`config.mk`:
```
export PLATFORM = sky130hd
export DESIGN_NAME = job_control_flat
export DESIGN_NICKNAME = d
export VERILOG_FILES = /design/src/rtl/job_control_if.sv /design/src/rtl/job_control.sv /design/src/flat_wrapper.sv
export SDC_FILE = /design/constraint.sdc
export NUM_CORES = 1
export LEC_CHECK = 0
export BUFFER_PORTS_ARGS = -buffer_cell sky130_fd_sc_hd__buf_4
export CAP_MARGIN = 25
export CORE_ASPECT_RATIO = 2
export CORE_MARGIN = 1.5
export CORE_UTILIZATION = 34
export DETAILED_ROUTE_END_ITERATION = 8
export PLACE_DENSITY = 0.73
export SYNTH_ARGS = -nofsm -noshare
export SYNTH_HDL_FRONTEND = slang
export SYNTH_SLANG_ARGS = --single-unit
```
`constraint.sdc`:
```
create_clock -name clock -period 2.25 [get_ports clock]
set_clock_uncertainty 0.1 [all_clocks]
set_input_delay 0.1125 -clock clock [delete_from_list [all_inputs] [get_ports clock]]
set_output_delay 0.1125 -clock clock [all_outputs]
set_load 0.01 [all_outputs]
```
`src/rtl/job_control_if.sv`:
```
// ----------------------------------------------------------------------------
// job_control_if
//   PSL job bus between the PSL (master) and the job_control front end (slave).
//
//   Job-in group (PSL -> AFU):
//     job_valid    one-cycle command strobe
//     job_command  8-bit command code (0x80 RESET, 0x90 START, 0x42 TIMEBASE,
//                  0x45 LLCMD)
//     job_cpar     odd parity over job_command
//     job_address  64-bit WED pointer accompanying START
//     job_apar     odd parity over job_address
//   Job-out group (AFU -> PSL):
//     job_running  high while a started job is in progress
//     job_done     one-cycle completion pulse
//     job_cack     LLCMD acknowledge (LLCMD is not supported, so it stays 0)
//     job_error    completion status; non-zero only while job_done is high
//     job_yield    always 0
//
//   Handshake: the job bus has no ready. A command is presented for exactly
//   one cycle with job_valid=1 and is consumed in that cycle; the AFU answers
//   via the job-out group on later cycles.
// ----------------------------------------------------------------------------
interface job_control_if #(
    parameter int ERROR_W = 64
) ();
    logic               job_valid;
    logic [7:0]         job_command;
    logic               job_cpar;
    logic [63:0]        job_address;
    logic               job_apar;
    logic               job_running;
    logic               job_done;
    logic               job_cack;
    logic [ERROR_W-1:0] job_error;
    logic               job_yield;

    modport master (
        output job_valid, job_command, job_cpar, job_address, job_apar,
        input  job_running, job_done, job_cack, job_error, job_yield
    );

    modport slave (
        input  job_valid, job_command, job_cpar, job_address, job_apar,
        output job_running, job_done, job_cack, job_error, job_yield
    );
endinterface

```
`src/rtl/job_control.sv`:
```
// ----------------------------------------------------------------------------
// job_control
//   Job-interface front end for the PSL AFU. Decodes PSL job commands, drives
//   the job-out running/done handshake, latches the WED pointer and gives the
//   AFU core a one-cycle start pulse. Completion status from the core is
//   returned to the PSL as a one-cycle job_done with job_error.
//
//   Parameters:
//     RESET_CYCLES  cycles core_reset is held after a RESET command (>=1)
//     ERROR_W       width of job_error (must match the interface)
//
//   Ports:
//     clock        single AFU clock, posedge
//     reset_n      synchronous active-low reset
//     job          job_control_if.slave - PSL job bus
//     core_done    core finished its job (level or pulse)
//     core_error   core finished with error, sampled with core_done
//     core_reset   reset to the AFU core
//     core_start   one-cycle start pulse to the AFU core
//     wed          WED pointer latched on START
//     dbg_state    current FSM state (IDLE=0, RESETTING=1, RUNNING=2, FINISH=3)
//
//   Optional feature: define JOB_PARITY_CHECK_EN to check odd parity on every
//   job_valid. A bad command parity discards the command, a bad address
//   parity discards a START; either way a done pulse with job_error=2
//   follows and a running job is aborted.
//
//   Timing:
//     RESET accepted at edge N -> core_reset=1 for RESET_CYCLES cycles, then
//       job_done for one cycle with core_reset already 0.
//     START accepted at edge N -> core_start and job_running high from the
//       next cycle.
//     core_done seen in RUNNING at edge N -> job_running=0 and job_done=1 in
//       the next cycle (the FINISH state).
// ----------------------------------------------------------------------------
module job_control #(
    parameter int RESET_CYCLES = 4,
    parameter int ERROR_W      = 64
) (
    input  logic                 clock,
    input  logic                 reset_n,
    job_control_if.slave         job,
    input  logic                 core_done,
    input  logic                 core_error,
    output logic                 core_reset,
    output logic                 core_start,
    output logic [63:0]          wed,
    output logic [1:0]           dbg_state
);

    localparam logic [7:0] CMD_RESET = 8'h80;
    localparam logic [7:0] CMD_START = 8'h90;

    localparam int CNT_W = (RESET_CYCLES > 1) ? $clog2(RESET_CYCLES) : 1;
    localparam logic [CNT_W-1:0] CNT_LAST = CNT_W'(RESET_CYCLES - 1);

    typedef enum logic [1:0] {
        S_IDLE      = 2'd0,
        S_RESETTING = 2'd1,
        S_RUNNING   = 2'd2,
        S_FINISH    = 2'd3
    } state_e;

    state_e             state_q, state_d;
    logic [CNT_W-1:0]   cnt_q, cnt_d;
    logic               core_reset_q, core_reset_d;
    logic               core_start_q, core_start_d;
    logic               running_q, running_d;
    logic               done_q, done_d;
    logic [ERROR_W-1:0] error_q, error_d;
    logic [63:0]        wed_q, wed_d;

    logic is_reset;
    logic is_start;
    logic par_err;
    logic accept_reset;
    logic accept_start;

    assign is_reset = job.job_valid && (job.job_command == CMD_RESET);
    assign is_start = job.job_valid && (job.job_command == CMD_START);

`ifdef JOB_PARITY_CHECK_EN
    logic cpar_ok;
    logic apar_ok;

    // Odd parity: data bits plus parity bit contain an odd number of ones.
    assign cpar_ok = ^{job.job_command, job.job_cpar};
    assign apar_ok = ^{job.job_address, job.job_apar};
    assign par_err = job.job_valid && (!cpar_ok || (is_start && !apar_ok));
`else
    assign par_err = 1'b0;
`endif

    assign accept_reset = is_reset && !par_err;
    assign accept_start = is_start && !par_err;

    always_comb begin
        state_d      = state_q;
        cnt_d        = cnt_q;
        core_reset_d = core_reset_q;
        core_start_d = 1'b0;
        running_d    = running_q;
        done_d       = 1'b0;
        error_d      = '0;
        wed_d        = wed_q;

        if (accept_reset) begin
            // RESET wins in every state and aborts any job silently.
            state_d      = S_RESETTING;
            cnt_d        = '0;
            core_reset_d = 1'b1;
            running_d    = 1'b0;
        end else if (par_err) begin
            // Report the parity error through a done pulse; any job in
            // flight or reset countdown is abandoned. core_reset keeps its
            // value so the core is never released by a corrupted command.
            state_d    = S_FINISH;
            cnt_d      = '0;
            running_d  = 1'b0;
            done_d     = 1'b1;
            error_d[1] = 1'b1;
        end else begin
            unique case (state_q)
                S_IDLE: begin
                    if (accept_start) begin
                        state_d      = S_RUNNING;
                        wed_d        = job.job_address;
                        core_start_d = 1'b1;
                        running_d    = 1'b1;
                    end
                end
                S_RESETTING: begin
                    if (cnt_q == CNT_LAST) begin
                        state_d      = S_FINISH;
                        cnt_d        = '0;
                        core_reset_d = 1'b0;
                        done_d       = 1'b1;
                    end else begin
                        cnt_d = cnt_q + CNT_W'(1);
                    end
                end
                S_RUNNING: begin
                    if (core_done) begin
                        state_d    = S_FINISH;
                        running_d  = 1'b0;
                        done_d     = 1'b1;
                        error_d[0] = core_error;
                    end
                end
                S_FINISH: begin
                    // job_done is high during this single cycle.
                    state_d = S_IDLE;
                end
                default: begin
                    state_d = S_IDLE;
                end
            endcase
        end
    end

    always_ff @(posedge clock) begin
        if (!reset_n) begin
            state_q      <= S_IDLE;
            cnt_q        <= '0;
            core_reset_q <= 1'b1;
            core_start_q <= 1'b0;
            running_q    <= 1'b0;
            done_q       <= 1'b0;
            error_q      <= '0;
            wed_q        <= '0;
        end else begin
            state_q      <= state_d;
            cnt_q        <= cnt_d;
            core_reset_q <= core_reset_d;
            core_start_q <= core_start_d;
            running_q    <= running_d;
            done_q       <= done_d;
            error_q      <= error_d;
            wed_q        <= wed_d;
        end
    end

    assign core_reset      = core_reset_q;
    assign core_start      = core_start_q;
    assign wed             = wed_q;
    assign dbg_state       = state_q;

    assign job.job_running = running_q;
    assign job.job_done    = done_q;
    assign job.job_error   = error_q;
    assign job.job_cack    = 1'b0;
    assign job.job_yield   = 1'b0;

endmodule

```
`src/flat_wrapper.sv`:
```
// flat-port wrapper written by rule: the top's interface ports become plain ports
module job_control_flat 
#(
    parameter int RESET_CYCLES = 4,
    parameter int ERROR_W      = 64
)
  (clock, reset_n, core_done, core_error, core_reset, core_start, wed, dbg_state, job_job_valid, job_job_command, job_job_cpar, job_job_address, job_job_apar, job_job_running, job_job_done, job_job_cack, job_job_error, job_job_yield);
  job_control_if #(.ERROR_W(ERROR_W)) job_i ();
  input  logic clock;
  input  logic reset_n;
  input  logic core_done;
  input  logic core_error;
  output logic core_reset;
  output logic core_start;
  output logic [63:0] wed;
  output logic [1:0] dbg_state;
  input wire logic [$bits(job_i.job_valid)-1:0] job_job_valid;
  input wire logic [$bits(job_i.job_command)-1:0] job_job_command;
  input wire logic [$bits(job_i.job_cpar)-1:0] job_job_cpar;
  input wire logic [$bits(job_i.job_address)-1:0] job_job_address;
  input wire logic [$bits(job_i.job_apar)-1:0] job_job_apar;
  output wire logic [$bits(job_i.job_running)-1:0] job_job_running;
  output wire logic [$bits(job_i.job_done)-1:0] job_job_done;
  output wire logic [$bits(job_i.job_cack)-1:0] job_job_cack;
  output wire logic [$bits(job_i.job_error)-1:0] job_job_error;
  output wire logic [$bits(job_i.job_yield)-1:0] job_job_yield;
  assign job_i.job_valid = job_job_valid;
  assign job_i.job_command = job_job_command;
  assign job_i.job_cpar = job_job_cpar;
  assign job_i.job_address = job_job_address;
  assign job_i.job_apar = job_job_apar;
  assign job_job_running = job_i.job_running;
  assign job_job_done = job_i.job_done;
  assign job_job_cack = job_i.job_cack;
  assign job_job_error = job_i.job_error;
  assign job_job_yield = job_i.job_yield;
  job_control #(.RESET_CYCLES(RESET_CYCLES), .ERROR_W(ERROR_W)) u_core (.clock(clock), .reset_n(reset_n), .job(job_i), .core_done(core_done), .core_error(core_error), .core_reset(core_reset), .core_start(core_start), .wed(wed), .dbg_state(dbg_state));
endmodule
```
== Word-level counts from Yosys, hierarchy flattened ==
Cells that the tools add are included.

* Register bits: 136
* Input port bits: 79
* Output and inout bits: 136
* Word-level logic and storage cells: 54

* Add/subtract/negate cells: 1
* Equality and inequality tests: 12
* Mux-type cells: 13
* Bitwise logic cells: 5
* Reduce and logical (&&, ||, !) cells: 12

{| class="wikitable"
|+ Operator list
! cell !! number
|-
| $eq A8 B8 Y1 const B || 2
|-
| $reduce_and A3 Y1 || 4
|-
| $mux W2 || 4
|-
| $pmux W2 S4 || 1
|-
| $eq A2 B2 Y1 const B || 3
|-
| $mux W1 || 6
|-
| $ne A3 B1 Y1 const B || 2
|-
| $not A1 Y1 || 5
|-
| $ne A2 B1 Y1 const B || 2
|-
| $pmux W1 S2 || 2
|-
| $reduce_or A4 Y1 || 1
|-
| $ne A3 B2 Y1 const B || 1
|-
| $reduce_or A3 Y1 || 1
|-
| $add A2 B1 Y2 const B || 1
|-
| $eq A2 B1 Y1 const B || 1
|-
| $logic_and A1 B1 Y1 || 2
|-
| $logic_not A2 Y1 || 1
|-
| $ne A2 B2 Y1 const B || 1
|-
| $reduce_and A2 Y1 || 1
|-
| $reduce_bool A2 Y1 || 1
|-
| $reduce_or A2 Y1 || 1
|}

== Logic depth before layout (Yosys ltp) ==
Gate-level depths: netlist of the first run.

* Word-level depth: 5
* Depth in mapped cells: 8
* Gate-level depth less buffers: 6

== Worst setup path before layout of the first run ==
OpenSTA, ideal clock, no wires.

* Path type: in2reg
* From: in job_job_command[3]
* To: reg u_core.wed_q[46], in the netlist u_core.wed[46]
* Library setup time: 0.132 ns
* Arrival: 1.434 ns
* Data required time: 2.018 ns
* Slack: 0.584 ns
* Stages: 6
* Buffers on the path: 2
* Path through: or4_4 -> or3_1 -> buf_2 -> buf_6 -> nand2_1 -> a21oi_1

* Cells in the longest elaborated chain, start to end: 4
* Elaborated cells on any way between the ends: 6
* Those cells by class: eq/ne: 2; bitwise: 1; reduce/logical: 3

{| class="wikitable"
|+ RTL lines
! element !! line !! source
|-
| start, declared || flat_wrapper.sv:18 || <nowiki>input wire logic [$bits(job_i.job_command)-1:0] job_job_command;</nowiki>
|-
| $eq A8 B8 Y1 || job_control.sv:79 || <nowiki>assign is_reset = job.job_valid && (job.job_command == CMD_RESET);</nowiki>
|-
| $logic_and A1 B1 Y1 || job_control.sv:79 ||
|-
| $not A1 Y1 (no line) || -- ||
|-
| $reduce_and A3 Y1 (no line) (*) || -- ||
|-
| end signal, assigned || job_control.sv:179 || <nowiki>wed_q <= wed_d;</nowiki>
|-
| end, declared || job_control.sv:71 || <nowiki>logic [63:0] wed_q, wed_d;</nowiki>
|}

Mark *: on every way between the ends. The rest lies on a longest branch, timed or not.
A chain may end at the register's enable or synchronous reset.

== Worst setup path in the final report of the first run ==
* From: reg u_core.state_q[0], in the netlist u_core.dbg_state[0]
* To: reg u_core.wed_q[37], in the netlist u_core.wed[37]

* Cells in the longest elaborated chain, start to end: 2

{| class="wikitable"
|+ RTL lines
! element !! line !! source
|-
| start, declared || job_control.sv:64 || <nowiki>state_e state_q, state_d;</nowiki>
|-
| start signal, assigned || job_control.sv:172 || <nowiki>state_q <= state_d;</nowiki>
|-
| $logic_not A2 Y1 || job_control.sv:123 || <nowiki>unique case (state_q)</nowiki>
|-
| $reduce_and A3 Y1 (no line) || -- ||
|}

No other way between the ends.

==> results.toml, run 1 <==
[run_status]
outcome = "finished, final reports clean"

[clocking]
worstSkewPairLatency_ns = 0.32
cts_max_level = 3
clk_transition_reported_paths_ns = 0.06
postCtsSetupBuffers = 0
clockRootBuffer = "clkbuf_16"
cts.path.max_buffers = 2
ctsResizeCount = 0
hold_buffers = 69
numCtsBuffers = 9
tritoncts = "done"
clkSinkCount = 73

[worst_setup_path]
cp-start-kind = "register"
end_kind = "register"
cp_slowest_stage_delay_ns = 0.43
cpMostUsedCell = "nand2_1"
cpMaxStageDelayCell = "or3_2"
crit_arrival_ns = 2.00
crit_path_cell_trace = "inv_1, ha_1, nand2_1, or3_2, buf_4, nand2_1, a21oi_1"
critPathKind = "reg -> reg"
worstPathRequired_ns = 2.35
worstPathMaxFanout = 33
crit_buf_inv = 2
critical-path-top-delay-family = "simple AND/OR/NAND/NOR gates"

[global_route]
grt_pass1_wl_um = 14390
grt_max_degree = 38
grt_antenna_before_repair = 0
grt_usage = 0.1813
grt_pass1_vias = 3273
overflow = 0

[synthesis]
yosysWarnings = 0
synthesis.area_mm2 = 0.003294
avgSynthCellArea_um2 = 8.257
synthDistinctLibCells = 30
ys_seq_area_frac = 0.4436
synth_seq_cells = 73
netlist_instances = 399

[drt]
routed_via_density = 4.524
antenna_left = 0
vias = 3248
wirelength_um = 9471
drc = 0
dr.pass1.iters = 6
dr.first_iter.drc_count = 118
routedWlPerCell_um = 13.19

[floorplanning]
die_w_um = 72.61
boundaryPins = 215
die-area_mm2 = 0.01033
start_util = 0.3511
dieHeight_um = 142.2
placementRows = 50
core_mm2 = 0.009384

[timing]
hold_viol = 0
fin_crit_sh = 0.8450
max_freq_mhz = 526.0
period_needed_ns = 1.901
setup_violations = 0
setup_tns_ns = 0
slew_viol_final = 0
rsz0062_at_grt = "no"

[cells_and_area]
design_area_mm2 = 0.005175
drive_gt1_frac = 0.2801
n_antenna_cell = 0
fin_nets = 693
areaGrowthSynthToFinish_pct = 57.08

[placement]
place_hpwl_um = 6012
gp_congestion = 0.7182
placed_area_mm2 = 0.004178
io_buffer_count = 147

[power]
power_leakage_nw = 2.290
peakVddDrop_mv = 0.4442
p_per_area_mw_per_mm2 = 638.8

[min_path]
hold_class = "in -> reg"

[run]
drv_cap = 0
worst reg2reg max path: stages, from the launching register on:
cell     delay (ns)
dfxtp_1        0.35
inv_1          0.12
ha_1           0.23
nand2_1        0.10
or3_2          0.43
buf_4          0.26
nand2_1        0.14
a21oi_1        0.06
placed cells by master, fill, tap and decap left out, drive strengths merged, types with 5 or more instances in the layout:
cell type	synthesis	final
nand2	133	133
dfxtp	73	73
clkbuf	7	10
ha	5	5
conb	1	65
dlygate4sd3	0	69
a21oi	31	31
buf	79	152
inv	8	8
a21boi	35	35
Yosys cell counts, drive strengths merged:
cell    instances  area [µm²]
or3             2       17.52
nor3            3       15.01
a21boi         35       262.8
a21o            1       7.510
nor4            1       6.260
ha              5       62.56
buf            79       608.1
or4bb           1       11.26
nor2            3       11.26
conb            1       3.750
a22o            1       8.760
inv             8       30.03
a31oi           1       6.260
nor3b           2       15.01
a221oi          1       8.760
nand3           2       10.01
dfxtp          73        1461
nand2         133       499.2
o21ai           3       15.01
clkbuf          7       26.28
o22ai           1       6.260
mux2i           1       10.01
or4             1       11.26
a21oi          31       155.2
nor4bb          1       10.01
a211oi          2       15.01
worst paths after layout:
path,end,cells after the start,slack (ns),from
worst max-delay path,u_core.wed[37],7,0.35,u_core.dbg_state[0]
worst min-delay path,u_core.wed[0],2,0.13,reset_n
worst max register to register,u_core.wed[37],7,0.35,u_core.dbg_state[0]
worst min register to register,u_core.wed[6],2,0.35,u_core.wed[6]
where the power goes:
group / internal (mW) / leakage, nW / switching [mW] / total (mW)
clock: 0.889 / 0.145 / 0.537 / 1.43
sequential: 1.32 / 0.588 / 0.0259 / 1.35
combinational: 0.279 / 1.56 / 0.254 / 0.533
area by class of cell:
cell class	count	area, µm²
clock buffers	10	239.0
clock inverters	6	67.56
fillers	815	4209
inverters	8	30.03
multi-input cells	296	1415
flip-flops and latches	73	1461
well taps	104	130.1
repair buffers	221	1832
state kept, by name (all words and copies together), names as in the netlist:
register	count
u_core.core_start	1
u_core.dbg_state	2
u_core.wed	64
u_core.cnt_q	2
u_core.job.job_done	1
u_core.core_reset	1
u_core.job.job_running	1
u_core.job.job_error	1
stage by stage:
step / power [mW] / std cells / hold WS [ns] / utilization / setup WS (ns)
6_report: 3.306 / 718 / 0.1278 / 0.5515 / 0.3488
5_1_grt: 3.459 / 718 / 0.1417 / 0.5515 / 0.1810
4_1_cts: 3.348 / 718 / 0.1221 / 0.5515 / 0.3461
3_5_place_dp: 1.796 / 633 / 0.2722 / 0.4452 / 0.2918
3_3_place_gp: 1.784 / 633 / 0.2675 / 0.4452 / 0.3202
2_1_floorplan: 1.691 / 463 / 0.1485 / - / 0.5841
kinds of logic after synthesis:
kind of cell,count (synthesis),synth area share
muxes,1,0.003038
DFF,73,0.4436
other,1,0.001138
AOI/OAI and AO/OA,76,0.1474
adders and majority gates,5,0.01899
and+or+nand+nor,149,0.1842
buffers and inverters,94,0.2017
routing by layer:
layer  up-vias  part of all wire  track usage
li1       1572                 -            -
met1      1467              0.33       0.1570
met2       178              0.58       0.3530
met3        31             0.057      0.03966
met4         0             0.040       0.1152
met5         -                 0            0
(Power assumes the default switching activity.)
==> run 2: changes to the inputs <==
Settings changed: PLACE_DENSITY 0.73 to 0.75.
Clock period 2.25 ns to 1.6 ns, I/O delays scaled along.
==> run 2 against run 1 <==
The run now ends with negative setup slack left. Combinational power increased by 97%. Highest routed layer unchanged. Hold slack got worse by 0.019 ns. Clock power increased by 37%. Critical path type unchanged. Count of clock-buffer cells in the layout increased by 1. Die area unchanged. Sequential share of layout area decreased by 2.5 points. Final cell count increased by 3.8%. Total power increased by 48%.
==> results.toml, run 2 (synthesis gave the netlist of run 1 again) <==
[run_status]
outcome = "finished, violations left"
violations = "negative setup slack"

[timing]
hold_viol = 0
rsz0062_at_grt = "yes"
max_freq_mhz = 609.7
setup_tns_ns = -0.1821
fin_ws_ns = -0.04002
setup_violations = 13
slew_viol_final = 0
period_needed_ns = 1.640
fin_crit_sh = 1.025
hold_slack_ns = 0.1092

[clocking]
cts_max_level = 3
numCtsBuffers = 9
cts.path.max_buffers = 2
worstSkewPairLatency_ns = 0.32
clockRootBuffer = "clkbuf_16"
clkSinkCount = 73
clk_transition_reported_paths_ns = 0.05
tritoncts = "done"

[worst_setup_path]
cp-start-kind = "register"
worstPathRequired_ns = 1.75
critPathKind = "reg -> reg"
cp-startpoint = "u_core.dbg_state[0]"
crit_arrival_ns = 1.79
crit_path_cell_trace = "inv_2, ha_4, nand2_4, buf_6, nor3_4, buf_6, buf_12, nand2_1, a21oi_1"
cpMostUsedCell = "buf_6"
end_kind = "register"
cpMaxStageDelayCell = "dfxtp_2"
worstPathMaxFanout = 20
cp_slowest_stage_delay_ns = 0.32
r2r-start = "u_core.dbg_state[0]"

[cells_and_area]
nFillCells = 762
layout_common_cells = "buf_4, nand2_1, dfxtp_1"
multiInputGateArea_mm2 = 0.001544
fin_nets = 719
seq_area_mm2 = 0.001464
drive_gt1_frac = 0.3500
layout_commonest_cell = "buf_4"
finalNonFillerCells = 745
largest_reg_flops = 64
areaGrowthSynthToFinish_pct = 72.84
design_area_mm2 = 0.005694

[global_route]
grt_max_degree = 30
grt_pass1_vias = 3061
grt_use_met2 = 0.3525
met1_usage = 0.1586
busiest_layer = "met2"
grt_antenna_before_repair = 1
grtUsageMet3 = 0.03399
grt_pass1_wl_um = 13960
overflow = 0
grt_usage = 0.1770

[drt]
vias = 3381
routedWlPerCell_um = 14.29
wirelength_um = 10650
dr.pass1.iters = 4
routed_via_density = 4.538
antenna_left = 0
dr.first_iter.drc_count = 98
drc = 0

[floorplanning]
start_util = 0.3511
dieHeight_um = 142.2
placementRows = 50
boundaryPins = 215
core_mm2 = 0.009384
die-area_mm2 = 0.01033
die_w_um = 72.61

[placement]
gp_congestion = 0.7863
dp_cells = 646
io_buffer_count = 147
place_hpwl_um = 6220
placed_area_mm2 = 0.004303

[run]
drv_cap = 0

[min_path]
hold_start = "job_job_command[0]"
hold_class = "in -> reg"

[power]
p_per_area_mw_per_mm2 = 861.5
peakVddDrop_mv = 0.7898
power_leakage_nw = 2.525
-- run 2: cell count changes in the layout (fill, tap and decap cells not counted), sizes merged --
cell,before,now
diode,0,1
buf,152,171
clkinv,3,2
clkbuf,10,17
or3,2,3
-- run 2: path summary, 6_finish.rpt --
path	endpoint	slack (ns)	depth (start not counted)
max	u_core.wed[31]	-0.04	9
min reg2reg	u_core.wed[54]	0.35	2
max reg2reg	u_core.wed[31]	-0.04	9
min	u_core.dbg_state[0]	0.11	4
-- run 2: worst max-delay path: cells and delay by family (launching register included) --
kind | cells | cell delay (ns)
AOI/OAI and AO/OA | 1 | 0.14
adders and majority gates | 1 | 0.15
and+or+nand+nor | 3 | 0.31
buffers and inverters | 4 | 0.54
DFF | 1 | 0.32
-- run 2: metal layers --
metal / vias to the layer above / wire length [µm]
met2: 170 / 6132
met3: 33 / 538
met4: 0 / 425
met5: - / 0
li1: 1623 / -
met1: 1555 / 3549
-- run 2: area by class of cell --
cell class | instances | area share
sequential | 73 | 0.2571
multi-input combinational | 297 | 0.2711
inverter | 8 | 0.005274
clock buffer | 11 | 0.04263
tap | 104 | 0.02285
antenna | 1 | 0.0004395
clock inverter | 5 | 0.009668
timing repair buffer | 246 | 0.3909
-- run 2: metrics by stage --
stage,worst slack [ns],util,power [mW]
5_1_grt,-0.09205,0.6068,5.122
2_1_floorplan,0.002725,-,2.416
6_report,-0.04002,0.6068,4.905
3_3_place_gp,-0.2506,0.4585,2.683
4_1_cts,-0.02076,0.5715,4.842
3_5_place_dp,-0.2493,0.4585,2.706
-- run 2: what timing repair did --
| action | CTS | global route |
|---|---|---|
| setup endpoints to repair | 66 | 66 |
| gates cloned | 1 | 10 |
| endpoints found under the hold margin | 68 | 0 |
| hold buffers | 69 | 0 |
| buffers inserted | 0 | 2 |
| pin swaps | 2 | 13 |
| gates resized for setup | 12 | 38 |
-- run 2: power breakdown --
part	internal, mW	total (mW)	switching, mW
Sequential	1.86	1.89	0.0264
Clock	1.24	1.96	0.721
Combinational	0.587	1.05	0.466
Total	3.69	4.91	1.21
